`src/rtl/mem_arbiter.sv`:
```
// Two-client (I-cache / D-cache) arbiter in front of one line-wide memory port.
// Round-robin on simultaneous requests; a grant is held until resp or request withdrawal.
module mem_arbiter #(
  parameter int LINE_WIDTH = 128
) (
  input  logic                  clk,
  input  logic                  reset,
  input  logic                  i_pmem_read,
  input  logic [15:0]           i_pmem_address,
  output logic [LINE_WIDTH-1:0] i_pmem_rdata,
  output logic                  i_pmem_resp,
  input  logic                  d_pmem_read,
  input  logic                  d_pmem_write,
  input  logic [15:0]           d_pmem_address,
  input  logic [LINE_WIDTH-1:0] d_pmem_wdata,
  output logic [LINE_WIDTH-1:0] d_pmem_rdata,
  output logic                  d_pmem_resp,
  output logic                  pmem_read,
  output logic                  pmem_write,
  output logic [15:0]           pmem_address,
  output logic [LINE_WIDTH-1:0] pmem_wdata,
  input  logic [LINE_WIDTH-1:0] pmem_rdata,
  input  logic                  pmem_resp
);

  typedef enum logic [1:0] {
    IDLE    = 2'd0,
    SERVE_I = 2'd1,
    SERVE_D = 2'd2
  } state_t;

  state_t state_reg, state_next;
  logic   last_grant_reg, last_grant_next;  // 0 = I served last, 1 = D served last
  logic   i_req, d_req;

  assign i_req = i_pmem_read;
  assign d_req = d_pmem_read | d_pmem_write;

  // Read data is shared; each client qualifies it with its own resp.
  assign i_pmem_rdata = pmem_rdata;
  assign d_pmem_rdata = pmem_rdata;

  always_ff @(posedge clk or posedge reset) begin
    if (reset) begin
      state_reg      <= IDLE;
      last_grant_reg <= 1'b0;
    end else begin
      state_reg      <= state_next;
      last_grant_reg <= last_grant_next;
    end
  end

  always_comb begin
    state_next      = state_reg;
    last_grant_next = last_grant_reg;
    pmem_read       = 1'b0;
    pmem_write      = 1'b0;
    pmem_address    = 16'h0000;
    pmem_wdata      = '0;
    i_pmem_resp     = 1'b0;
    d_pmem_resp     = 1'b0;

    case (state_reg)
      IDLE: begin
        if (i_req && d_req) begin
          if (last_grant_reg) begin
            state_next      = SERVE_I;
            last_grant_next = 1'b0;
          end else begin
            state_next      = SERVE_D;
            last_grant_next = 1'b1;
          end
        end else if (i_req) begin
          state_next      = SERVE_I;
          last_grant_next = 1'b0;
        end else if (d_req) begin
          state_next      = SERVE_D;
          last_grant_next = 1'b1;
        end
      end

      SERVE_I: begin
        pmem_read    = i_pmem_read;
        pmem_address = i_pmem_address;
        i_pmem_resp  = pmem_resp & i_req;
        if (!i_req || pmem_resp)
          state_next = IDLE;
      end

      SERVE_D: begin
        // A simultaneous read+write is illegal; only the write is forwarded.
        pmem_write   = d_pmem_write;
        pmem_read    = d_pmem_read & ~d_pmem_write;
        pmem_address = d_pmem_address;
        pmem_wdata   = d_pmem_wdata;
        d_pmem_resp  = pmem_resp & d_req;
        if (!d_req || pmem_resp)
          state_next = IDLE;
      end

      default: state_next = IDLE;
    endcase
  end

endmodule

```
`config.mk`:
```
export PLATFORM = sky130hd
export DESIGN_NAME = mem_arbiter
export DESIGN_NICKNAME = d
export VERILOG_FILES = /design/src/rtl/mem_arbiter.sv
export SDC_FILE = /design/constraint.sdc
export NUM_CORES = 1
export LEC_CHECK = 0
export BUFFER_PORTS_ARGS = -buffer_cell sky130_fd_sc_hd__buf_2
export CAP_MARGIN = 20
export CORE_AREA = 2 2 273 275
export DETAILED_ROUTE_END_ITERATION = 10
export DIE_AREA = 0 0 275 277
export HOLD_SLACK_MARGIN = 0.08
export PLACE_DENSITY = 0.32
export SYNTH_ARGS = -nofsm -noshare
export SYNTH_HDL_FRONTEND = slang
export SYNTH_SLANG_ARGS = --single-unit
```
`constraint.sdc`:
```
create_clock -name clk -period 3.55 [get_ports clk]
set_clock_uncertainty 0.15 [all_clocks]
set_input_delay 0.1775 -clock clk [delete_from_list [all_inputs] [get_ports clk]]
set_output_delay 0.1775 -clock clk [all_outputs]
set_load 0.005 [all_outputs]
```
# After elaboration in Yosys (flattened, before gate mapping)
# Index checks and enable logic that the tools add are counted.
# Widths: inputs -> output; s select.
[op_classes] n_mux=17 n_reduce_logical=9 n_eq_ne=5 bitwise_logic=5
[ops] op="$mux 128" n=1
[ops] op="$pmux 16 s2" n=1
[ops] op="$mux 2" n=6
[ops] op="$mux 1" n=7
[ops] op="$pmux 2 s3" n=1
[ops] op="$ne 2x2->1 const B" n=2
[ops] op="$ne 4x4->1 const B" n=1
[ops] op="$and 1x1->1" n=3
[ops] op="$reduce_and 3->1" n=1
[ops] op="$reduce_bool 3->1" n=1
[ops] op="$eq 2x1->1 const B" n=1
[ops] op="$eq 2x2->1 const B" n=1
[ops] op="$logic_not 1->1" n=2
[ops] op="$logic_not 2->1" n=1
[ops] op="$logic_or 1x1->1" n=2
[ops] op="$pmux 1 s2" n=1
[ops] op="$reduce_and 2->1" n=1
[ops] op="$logic_and 1x1->1" n=1
[ops] op="$not 1->1" n=1
[ops] op="$or 1x1->1" n=1
[totals] input_bits=294 ff_bits=3

# Logic depth before layout (Yosys ltp)
[logic_depth] word_depth=5 ltp_mapped=6 mapped_depth_nobuf=5

# Least setup slack after synthesis
# OpenSTA, ideal clock, no wires.
[synth_timing] path_type="register to output" startpoint="register state_reg[0]" endpoint="output port pmem_wdata[100]" path_slack_ns=1.875 stages_incl_launch_ff=6 t_arrival_ns=1.347 required_time_ns=3.222 path_buffers=2 cell_sequence="dfrtp_1 -> inv_1 -> ha_1 -> clkbuf_1 -> clkbuf_1 -> and2_1"
[synth_via] elab_chain_cells=2
[synth_lines] element="start: declaration" line_no="32" text="state_t state_reg, state_next;"
[synth_lines] element="start signal: assignment" line_no="48" text="state_reg <= state_next;"
[synth_lines] element="$eq 2x2->1" line_no="63" text="case (state_reg)"
[synth_lines] element="$mux 128" line_no="63"
[synth_lines] element="end: declaration" line_no="21" text="output logic [LINE_WIDTH-1:0] pmem_wdata,"
# Every way passes these cells.

# Worst setup path after layout
[layout_timing] startpoint="register state_reg[0]" endpoint="output port pmem_address[5]"
[layout_via] elab_chain_cells=2 word_cells_on_any_way=3
[layout_lines] element="$eq 2x2->1 / $eq 2x1->1 (equally long branches)" line_no="63"
[layout_lines] element="$pmux 16 s2 (*)" line_no="63"
[layout_lines] element="end: declaration" line_no="20" text="output logic [15:0] pmem_address,"
# Every way passes the cells marked *; elsewhere a longest branch is shown, timed or not.

==> flow_results.xml <==
<?xml version="1.0" encoding="UTF-8"?>
<metrics>
  <group name="outcome">
    <metric name="status" unit="">complete, no violations</metric>
  </group>
  <group name="cells_and_area">
    <metric name="areaGrowthSynthToFinish" unit="%">26.8</metric>
    <metric name="finish.cell_count_without_fillers" unit="">1483</metric>
    <metric name="utilization" unit="%">5.75</metric>
    <metric name="fin_nets" unit="">814</metric>
    <metric name="drive_above_1_share" unit="%">62.6</metric>
    <metric name="antenna-diode-count" unit="">0</metric>
    <metric name="flip_flop_count_of_the_largest_register_all_copies_and_words_added" unit="">2</metric>
  </group>
  <group name="setup_path">
    <metric name="cp_data_required_time" unit="ns">3.22</metric>
    <metric name="crit_path_max_fanout" unit="">16</metric>
    <metric name="worst_ep_arrival_time" unit="ns">2.12</metric>
    <metric name="worstSetupPathType" unit="">reg -&gt; out</metric>
    <metric name="worst_setup_path_end_kind" unit="">primary output</metric>
    <metric name="setup.worst_path.start_class" unit="">register</metric>
  </group>
  <group name="place">
    <metric name="post-place-cells" unit="">1477</metric>
    <metric name="place.port_buffers" unit="">313</metric>
    <metric name="post-dp-hpwl" unit="um">12700</metric>
    <metric name="globalplace.congestion" unit="">0.804</metric>
  </group>
  <group name="grt">
    <metric name="vias_in_the_first_global_route" unit="">3067</metric>
    <metric name="number_of_antenna_violations_at_the_first_check_in_global_routing" unit="">6</metric>
    <metric name="globalRouteOverflowTotal" unit="">0</metric>
    <metric name="grtUsageTotal" unit="%">3.55</metric>
    <metric name="wire_length_of_the_first_global_routing_pass" unit="um">19000</metric>
    <metric name="maximum_number_of_pins_on_one_net_before_global_route_repair" unit="">133</metric>
  </group>
  <group name="timing">
    <metric name="timing.fmax" unit="GHz">0.409</metric>
    <metric name="finalCritPeriodShare" unit="%">68.9</metric>
    <metric name="timing.slew.headroom" unit="%">37.0</metric>
    <metric name="setup_viol_count_final" unit="">0</metric>
    <metric name="rsz_0062_raised_after_global_routing" unit="">false</metric>
    <metric name="hold_viol_final" unit="">0</metric>
    <metric name="worst_hold_slack" unit="ns">0.167</metric>
    <metric name="fin_setup_tns" unit="ns">0</metric>
    <metric name="final.min_clock_period" unit="ns">2.45</metric>
    <metric name="final-max-slew-violation-count" unit="">0</metric>
    <metric name="tightestPinTransition" unit="ns">0.945</metric>
  </group>
  <group name="pwr">
    <metric name="worst_voltage_drop_across_the_vdd_grid" unit="mV">0.548</metric>
    <metric name="power_per_cell_area" unit="nW/um2">431</metric>
    <metric name="leakage" unit="nW">2.03</metric>
    <metric name="post-layout-total-power" unit="mW">1.82</metric>
  </group>
  <group name="drt">
    <metric name="vias_per_cell" unit="">2.02</metric>
    <metric name="routed-wl-met3" unit="um">2870</metric>
    <metric name="met1Wirelength" unit="um">3890</metric>
    <metric name="vias" unit="">2989</metric>
    <metric name="wire_per_inst" unit="um">10.1</metric>
    <metric name="drc_errors" unit="">0</metric>
    <metric name="drt_wl_total" unit="um">14900</metric>
    <metric name="drt_iter0_drc" unit="">51</metric>
    <metric name="wl_met2" unit="um">6540</metric>
    <metric name="dr.pass1.iters" unit="">4</metric>
    <metric name="maxUsedRoutingLayer" unit="">met5</metric>
    <metric name="antenna_violating_nets_post_route" unit="">0</metric>
  </group>
  <group name="synth">
    <metric name="postSynthRegisterBits" unit="">3</metric>
    <metric name="synth_enable_flop_cells" unit="">0</metric>
    <metric name="yosysUniqueCellTypes" unit="">29</metric>
    <metric name="synth_top_area_share" unit="%">57.6</metric>
    <metric name="synth_async_sr_flop_share" unit="%">100</metric>
    <metric name="postSynth.topFlopCell" unit="">sky130_fd_sc_hd__dfrtp_1</metric>
    <metric name="post_synth_design_cell_area" unit="um2">3340</metric>
    <metric name="syn-num-nets" unit="">770</metric>
    <metric name="yosys_warnings" unit="">0</metric>
    <metric name="post_synth_inst_count" unit="">471</metric>
    <metric name="syn-mean-instance-area" unit="um2">7.09</metric>
    <metric name="synth_sequential_area_ratio" unit="%">2.25</metric>
    <metric name="synthTopCellsByArea" unit="">sky130_fd_sc_hd__buf_4 58%, sky130_fd_sc_hd__and2_1 24%, sky130_fd_sc_hd__a22oi_1 3.6%, sky130_fd_sc_hd__nor2b_1 3.0%, sky130_fd_sc_hd__dfrtp_1 2.2%</metric>
    <metric name="netlist.top_cell.by_area" unit="">sky130_fd_sc_hd__buf_4</metric>
  </group>
  <group name="clocking">
    <metric name="cts.reportedPaths.clkPinSlew" unit="ns">0.03</metric>
    <metric name="clock_latency" unit="ns">0.23</metric>
    <metric name="clock-root-buffer" unit="">sky130_fd_sc_hd__clkbuf_16</metric>
    <metric name="postCtsSetupBuffers" unit="">0</metric>
    <metric name="cts_made_buffers" unit="">3</metric>
    <metric name="cts_num_sinks" unit="">3</metric>
    <metric name="cts.path.max_buffers" unit="">2</metric>
    <metric name="tritoncts" unit="">yes</metric>
    <metric name="cts-htree-levels" unit="">1</metric>
  </group>
  <group name="floorplanning">
    <metric name="row_count" unit="">100</metric>
    <metric name="die_area" unit="um2">76200</metric>
    <metric name="start_util" unit="%">4.54</metric>
    <metric name="die_h" unit="um">277</metric>
    <metric name="number_of_i_o_pins" unit="">698</metric>
    <metric name="core_area" unit="um2">73600</metric>
    <metric name="horiz_die_dim" unit="um">275</metric>
  </group>
  <group name="flow_run">
    <metric name="cap_viol_max_count" unit="">0</metric>
  </group>
  <group name="worst_hold_path">
    <metric name="min-delay-path-class" unit="">in -&gt; reg</metric>
  </group>
</metrics>
==> cell families after synthesis <==
group,share of synthesized area (%)
AND/OR/NAND/NOR,29.5
flip-flops,2.25
AO/OA/AOI/OAI,5.77
adder cells (fa/ha/maj),1.87
buffers and inverters,60.6
==> Yosys cell counts, drive strengths merged (2+ instances only) <==
master	count
buf	259
and2	129
clkbuf	17
a22oi	16
nor2b	16
ha	5
inv	4
nand2	4
dfrtp	3
a211oi	2
and3	2
==> per-stage QoR <==
step	setup WS (ns)	instance area, um2
final	1.10	4230
after global routing	0.927	4230
after CTS	0.983	4210
after detailed placement	1.20	4120
after global placement	1.34	4120
after floorplan	1.88	3340
==> final cells by class <==
class | count | area, um2
clock buffers | 4 | 78.8
fillers | 8787 | 69300
inverters | 4 | 15.0
multi-input cells | 188 | 1250
flip-flops and latches | 3 | 75.1
well taps | 969 | 1210
repair buffers | 315 | 1600
==> layer usage <==
layer  GRT usage, %  vias to the layer above
met5              0                        -
met4           3.69                        2
met3           2.91                      106
met2           5.72                      400
met1           2.41                     1204
li1               -                     1277
==> critical path, cell delays in order, from the launching register on <==
cell and delay (ns):
sky130_fd_sc_hd__dfrtp_1 0.39, sky130_fd_sc_hd__inv_1 0.17, sky130_fd_sc_hd__ha_1 0.80, sky130_fd_sc_hd__a22oi_1 0.22
sky130_fd_sc_hd__nor2b_1 0.16, sky130_fd_sc_hd__buf_2 0.12
==> final timing paths <==
| kind | start | end | slack (ns) | depth (start not counted) |
|---|---|---|---|---|
| min in group asynchronous | reset | last_grant_reg$_DFFE_PP0P_ | 0.32 | 3 |
| setup / recovery | state_reg[0]$_DFFE_PP0P_ | pmem_address[5] | 1.10 | 5 |
| setup reg to reg | state_reg[0]$_DFFE_PP0P_ | state_reg[1]$_DFFE_PP0P_ | 1.70 | 5 |
| hold / removal | i_pmem_read | state_reg[0]$_DFFE_PP0P_ | 0.17 | 3 |
| max in group asynchronous | reset | state_reg[0]$_DFFE_PP0P_ | 2.77 | 3 |
| hold reg to reg | last_grant_reg$_DFFE_PP0P_ | last_grant_reg$_DFFE_PP0P_ | 0.33 | 1 |
==> power by group <==
group	switching [mW]	internal, mW	total, mW
registers	0.0147	0.0520	0.0667
clock network	0.0318	0.148	0.180
logic	0.797	0.782	1.58
total	0.843	0.982	1.82
==> timing repair <==
item,CTS,global route
hold buffers,1,0
resized for setup,0,0
endpoints found under the hold margin,3,0
==> layout by cell type (no fill, tap or decap), drive strengths merged, types with 2 or more instances in the layout <==
cell	synthesis	final
buf	259	314
and2	129	129
a22oi	16	16
nor2b	16	16
ha	5	5
nand2	4	4
inv	4	4
clkbuf	17	4
dfrtp	3	3
a211oi	2	2
and3	2	2
Power figures use the tool's default switching activity.
